`src/rtl/acc_sched.sv`:
```
// rtl/acc_sched.sv - two-requester round-robin accelerator job scheduler
//
// Purpose: arbitrates two requesters for one accelerator core, sequences a
// job through GRANT/RUN/DONE/ABORT, counts RUN cycles and aborts on timeout.
//
// Ports:
//   HCLK, HRESET     clock, synchronous active-high reset
//   req_i[1:0]       per-requester request level
//   go_i[1:0]        per-requester start strobe (only owner's bit honoured)
//   gnt_o[1:0]       registered one-hot grant, zero when no owner
//   done_o[1:0]      one-cycle completion pulse to owner
//   err_o[1:0]       one-cycle timeout-abort pulse to owner
//   busy_o           high whenever not idle
//   cycles_o         RUN cycle count of the last completed job
//   acc_start_o      start level to accelerator core (high in RUN)
//   acc_done_i       done level from accelerator core
module acc_sched #(
  parameter int TIMEOUT_CYC = 4096,
  parameter int CNT_W       = 16
) (
  input  logic             HCLK,
  input  logic             HRESET,
  input  logic [1:0]       req_i,
  input  logic [1:0]       go_i,
  output logic [1:0]       gnt_o,
  output logic [1:0]       done_o,
  output logic [1:0]       err_o,
  output logic             busy_o,
  output logic [CNT_W-1:0] cycles_o,
  output logic             acc_start_o,
  input  logic             acc_done_i
);

  typedef enum logic [2:0] {
    S_IDLE,
    S_GRANT,
    S_RUN,
    S_DONE,
    S_ABORT
  } state_t;

  localparam logic [CNT_W-1:0] TIMEOUT_VAL = CNT_W'(TIMEOUT_CYC);
  localparam logic [CNT_W-1:0] CNT_ONE     = {{(CNT_W-1){1'b0}}, 1'b1};

  state_t           state_q, state_d;
  logic [1:0]       gnt_q, gnt_d;
  logic [1:0]       done_q, done_d;
  logic [1:0]       err_q, err_d;
  logic [CNT_W-1:0] cnt_q, cnt_d;
  logic [CNT_W-1:0] cycles_q, cycles_d;
  // Index of the requester granted most recently; the other one wins a tie.
  logic             ptr_q, ptr_d;
  logic             win;
  logic             owner_req;
  logic             owner_go;

  always_comb begin
    state_d   = state_q;
    gnt_d     = gnt_q;
    done_d    = 2'b00;
    err_d     = 2'b00;
    cnt_d     = cnt_q;
    cycles_d  = cycles_q;
    ptr_d     = ptr_q;
    win       = 1'b0;
    owner_req = |(req_i & gnt_q);
    owner_go  = |(go_i & gnt_q);

    unique case (state_q)
      S_IDLE: begin
        if (req_i != 2'b00) begin
          win     = (req_i == 2'b11) ? ~ptr_q : req_i[1];
          gnt_d   = win ? 2'b10 : 2'b01;
          ptr_d   = win;
          state_d = S_GRANT;
        end
      end
      S_GRANT: begin
        // A stale done level from the previous job blocks the start.
        if (owner_go && !acc_done_i) begin
          cnt_d   = CNT_ONE;
          state_d = S_RUN;
        end else if (!owner_req) begin
          gnt_d   = 2'b00;
          state_d = S_IDLE;
        end
      end
      S_RUN: begin
        if (acc_done_i) begin
          cycles_d = cnt_q;
          done_d   = gnt_q;
          state_d  = S_DONE;
        end else if (cnt_q == TIMEOUT_VAL) begin
          err_d    = gnt_q;
          state_d  = S_ABORT;
        end else if (cnt_q != {CNT_W{1'b1}}) begin
          cnt_d    = cnt_q + CNT_ONE;
        end
      end
      S_DONE: begin
        if (!acc_done_i) begin
          gnt_d   = 2'b00;
          state_d = S_IDLE;
        end
      end
      S_ABORT: begin
        gnt_d   = 2'b00;
        state_d = S_IDLE;
      end
      default: begin
        gnt_d   = 2'b00;
        state_d = S_IDLE;
      end
    endcase
  end

  always_ff @(posedge HCLK) begin
    if (HRESET) begin
      state_q  <= S_IDLE;
      gnt_q    <= 2'b00;
      done_q   <= 2'b00;
      err_q    <= 2'b00;
      cnt_q    <= '0;
      cycles_q <= '0;
      ptr_q    <= 1'b1;
    end else begin
      state_q  <= state_d;
      gnt_q    <= gnt_d;
      done_q   <= done_d;
      err_q    <= err_d;
      cnt_q    <= cnt_d;
      cycles_q <= cycles_d;
      ptr_q    <= ptr_d;
    end
  end

  assign gnt_o       = gnt_q;
  assign done_o      = done_q;
  assign err_o       = err_q;
  assign busy_o      = (state_q != S_IDLE);
  assign cycles_o    = cycles_q;
  assign acc_start_o = (state_q == S_RUN);

endmodule
```
`config.mk`:
```
export PLATFORM = sky130hd
export DESIGN_NAME = acc_sched
export DESIGN_NICKNAME = d
export VERILOG_FILES = /design/src/rtl/acc_sched.sv
export SDC_FILE = /design/constraint.sdc
export NUM_CORES = 1
export LEC_CHECK = 0
export CAP_MARGIN = 20
export CORE_AREA = 5 5 75 77
export CTS_BUF_LIST = sky130_fd_sc_hd__clkbuf_8
export DETAILED_ROUTE_END_ITERATION = 8
export DIE_AREA = 0 0 80 82
export GPL_ROUTABILITY_DRIVEN = 0
export GPL_TIMING_DRIVEN = 0
export PLACE_DENSITY_LB_ADDON = 0.08
export SLEW_MARGIN = 20
export SYNTH_ARGS = -nofsm -noshare
export SYNTH_HDL_FRONTEND = slang
export SYNTH_SLANG_ARGS = --single-unit
```
`constraint.sdc`:
```
create_clock -name HCLK -period 2.1 [get_ports HCLK]
set_input_delay 0.42 -clock HCLK [delete_from_list [all_inputs] [get_ports HCLK]]
set_output_delay 0.42 -clock HCLK [all_outputs]
set_load 0.02 [all_outputs]
```
==> metrics.txt <==
Setup crit start kind=flip-flop; Starting Density=0.423; clock group share of total power=0.395; asr flop ratio synth=0; mapped cell area=2090 µm²; Via density=between 5 and 6; core region area=around 4900 µm²; share of the synthesized area in the top cell type=0.402; total number of vias=about 2k; Critical Path Fanout Max=10; largest net degree at the start of global routing=13; final hold vios=0; Pleak=0.917 nW; Max VDD drop=between 0.2 and 0.3 mV; Max Root-Sink Buffers=2; Post-Syn Nets=270; Die Wd=80 µm; gr usage total=0.174; Cell Count, Final, Fillers Out=370; Sequential Area=846 µm²; RSZ-0062 raised after global routing=no; row count=26; Worst-Margin Slew=roughly 0.67 ns; EDFF count, synth=0; Yosys warning total=0; combinational power share=0.080; initial antenna violation count=0; post-synth cell types=between 40 and 50; fmax=0.501 GHz; die area=6560 µm²; hold_buf cts=0; switching share of total power=0.228; Seq/Total Area, Yosys=0.402; DP Area=~2500 µm²; Top Ports=31; most frequent cells in the layout=nand2_1, dfxtp_1, a21oi_1, clkdlybuf4s50_1, nor2_1; share of cells above drive strength 1=0.137; clk_skew=0.00443 ns; Max-slew headroom=0.541; Clock Latency Late Sink=0.29 ns; Worst Hold Class=flip-flop to flip-flop; XOR/XNOR share of the synthesized area=0; final setup violating endpoints=0; DRC errors left=0; DP HPWL=roughly 3900 µm; min-delay src=cycles_o[6]; Internal=1.20 mW; Sink Count=42; Synth area leaders=dfxtp_1, a21oi_1, nand2_1; commonest non-fill, non-tap cell in the layout=nand2_1; max-slew violation count=0; critical path startpoint=state_q[1]; kind of critical path=flip-flop to output port; Seq pwr share=0.524; Synth Flop Type=dfxtp_1; CTS buffer count=5; Post-Synth Simple-Gate Area=0.308; initial drt markers=approximately 120; worst path arrival time=between 1.5 and 2 ns; DRT antenna net count=0; multiplexer area fraction after synthesis=0; adder-cell share of the synthesized area=0.0120; Switch Pwr=0.356 mW; CTS tree=yes; Clk pin slew, worst setup/hold paths=about 0.08 ns; total gr overflow=0; Fill cells=between 500 and 600; placed cells=361; nets=~310; vias in the first global route=1856; global-route wire length before repair=about 9000 µm; Max-Cap Viols=0; Synth-to-Final Area Change=26.3%; root buf cell=clkbuf_8; Final min period=between 1.5 and 2 ns; Pwr Density=591 nW/µm²; final period utilization=0.951; WP data required=roughly 1.7 ns; Initial DRT Pass Iterations=4; area of the multi-input gates=1150 µm²; antenna cells=0; die height=around 80 µm; most area-hungry cell type in the Yosys netlist=dfxtp_1; synthesized flop and latch total=between 40 and 50; Setup crit end kind=output port; H-tree depth=2; status=completed; Finished Cell Area=between 2000 and 3000 µm²; Gate Count Post-Synth=~260; final wirelength=5420 µm; RR Startpoint=state_q[1]; largest family of logic cells by synthesized area=simple AND/OR/NAND/NOR gates; post-synthesis compound-gate area fraction=0.212; drt wl/cell=roughly 15 µm; port bufs=30; Mean Syn Cell Area=about 8 µm²
[flip-flops by register name, indices dropped and copies added, names as in the netlist]
name,flops
cnt_q,16
cycles_o,16
state_q,3
done_o,2
err_o,2
gnt_o,2
ptr_q,1
[metal layers]
layer / up-vias / GRT usage / part of all wire
met5: - / 0 / 0
met4: 0 / 0.0439 / 0.011
met3: 6 / 0.0329 / 0.048
met2: 58 / 0.287 / 0.47
met1: 941 / 0.233 / 0.47
li1: 1030 / - / -
[worst max-delay path: stages (launching register included)]
cell	delay, ns
dfxtp_1	0.32
buf_4	0.16
or3b_1	0.34
clkbuf_4	0.20
inv_2	0.10
buf_2	0.16
[power by group through the flow]
stage	sequential (mW)	combinational, mW	clock [mW]
floorplan	0.838	0.0710	0
global placement	0.837	0.121	0
detailed placement	0.837	0.122	0
CTS	0.818	0.124	0.635
global route	0.820	0.138	0.662
finish	0.818	0.125	0.617
[metrics by stage]
stage | power [mW] | setup TNS [ns] | hold slack, ns | util | worst slack, ns
after floorplan | 0.909 | 0 | 0.469 | - | 0.225
after global placement | 0.958 | -8.65 | 0.443 | 0.502 | -0.550
after detailed placement | 0.958 | -8.92 | 0.447 | 0.502 | -0.564
after CTS | 1.58 | 0 | 0.458 | 0.529 | 0.00136
after global routing | 1.62 | 0 | 0.473 | 0.534 | 0.00625
final | 1.56 | 0 | 0.455 | 0.534 | 0.103
[synth_stat cells (4+ instances only)]
| library cell | n |
|---|---|
| dfxtp_1 | 42 |
| nand2_1 | 41 |
| a21oi_1 | 36 |
| nor2_1 | 14 |
| nand4_1 | 10 |
| clkbuf_1 | 9 |
| a31oi_1 | 8 |
| buf_2 | 8 |
| or3_1 | 8 |
| and3_1 | 6 |
| nand3_1 | 6 |
| o21ai_1 | 6 |
| inv_1 | 4 |
| nor4_1 | 4 |
| o21ai_0 | 4 |
| o31ai_1 | 4 |
[cell type report]
type / instances / area share
plain buffers: 21 / 0.0445
clock buffers: 5 / 0.0261
clock inverters: 3 / 0.0142
inverters: 5 / 0.00711
multi-input cells: 192 / 0.436
flip-flops and latches: 42 / 0.320
well taps: 70 / 0.0332
repair buffers: 32 / 0.118
[path summary, 6_finish.rpt]
| kind | endpoint | slack, ns | cells past startpoint |
|---|---|---|---|
| hold reg to reg | cycles_o[6] | 0.45 | 2 |
| setup reg to reg | cnt_q[5] | 0.11 | 7 |
| hold / removal | cycles_o[6] | 0.45 | 2 |
| setup / recovery | acc_start_o | 0.10 | 5 |
[logic make-up (layout without fill, tap and decap cells)]
group                      Yosys count  count (layout)
AOI/OAI and AO/OA                   73              73
buffers and inverters               27              66
adders and majority gates            2               2
and+or+nand+nor                    117             117
DFF                                 42              42
[what timing repair did]
| item | CTS | global route |
|---|---|---|
| setup buffers | 2 | 0 |
| pin swaps | 1 | 2 |
| gates resized for setup | 8 | 9 |
| setup endpoints to repair | 17 | 16 |
Power figures use the tool's default switching activity.
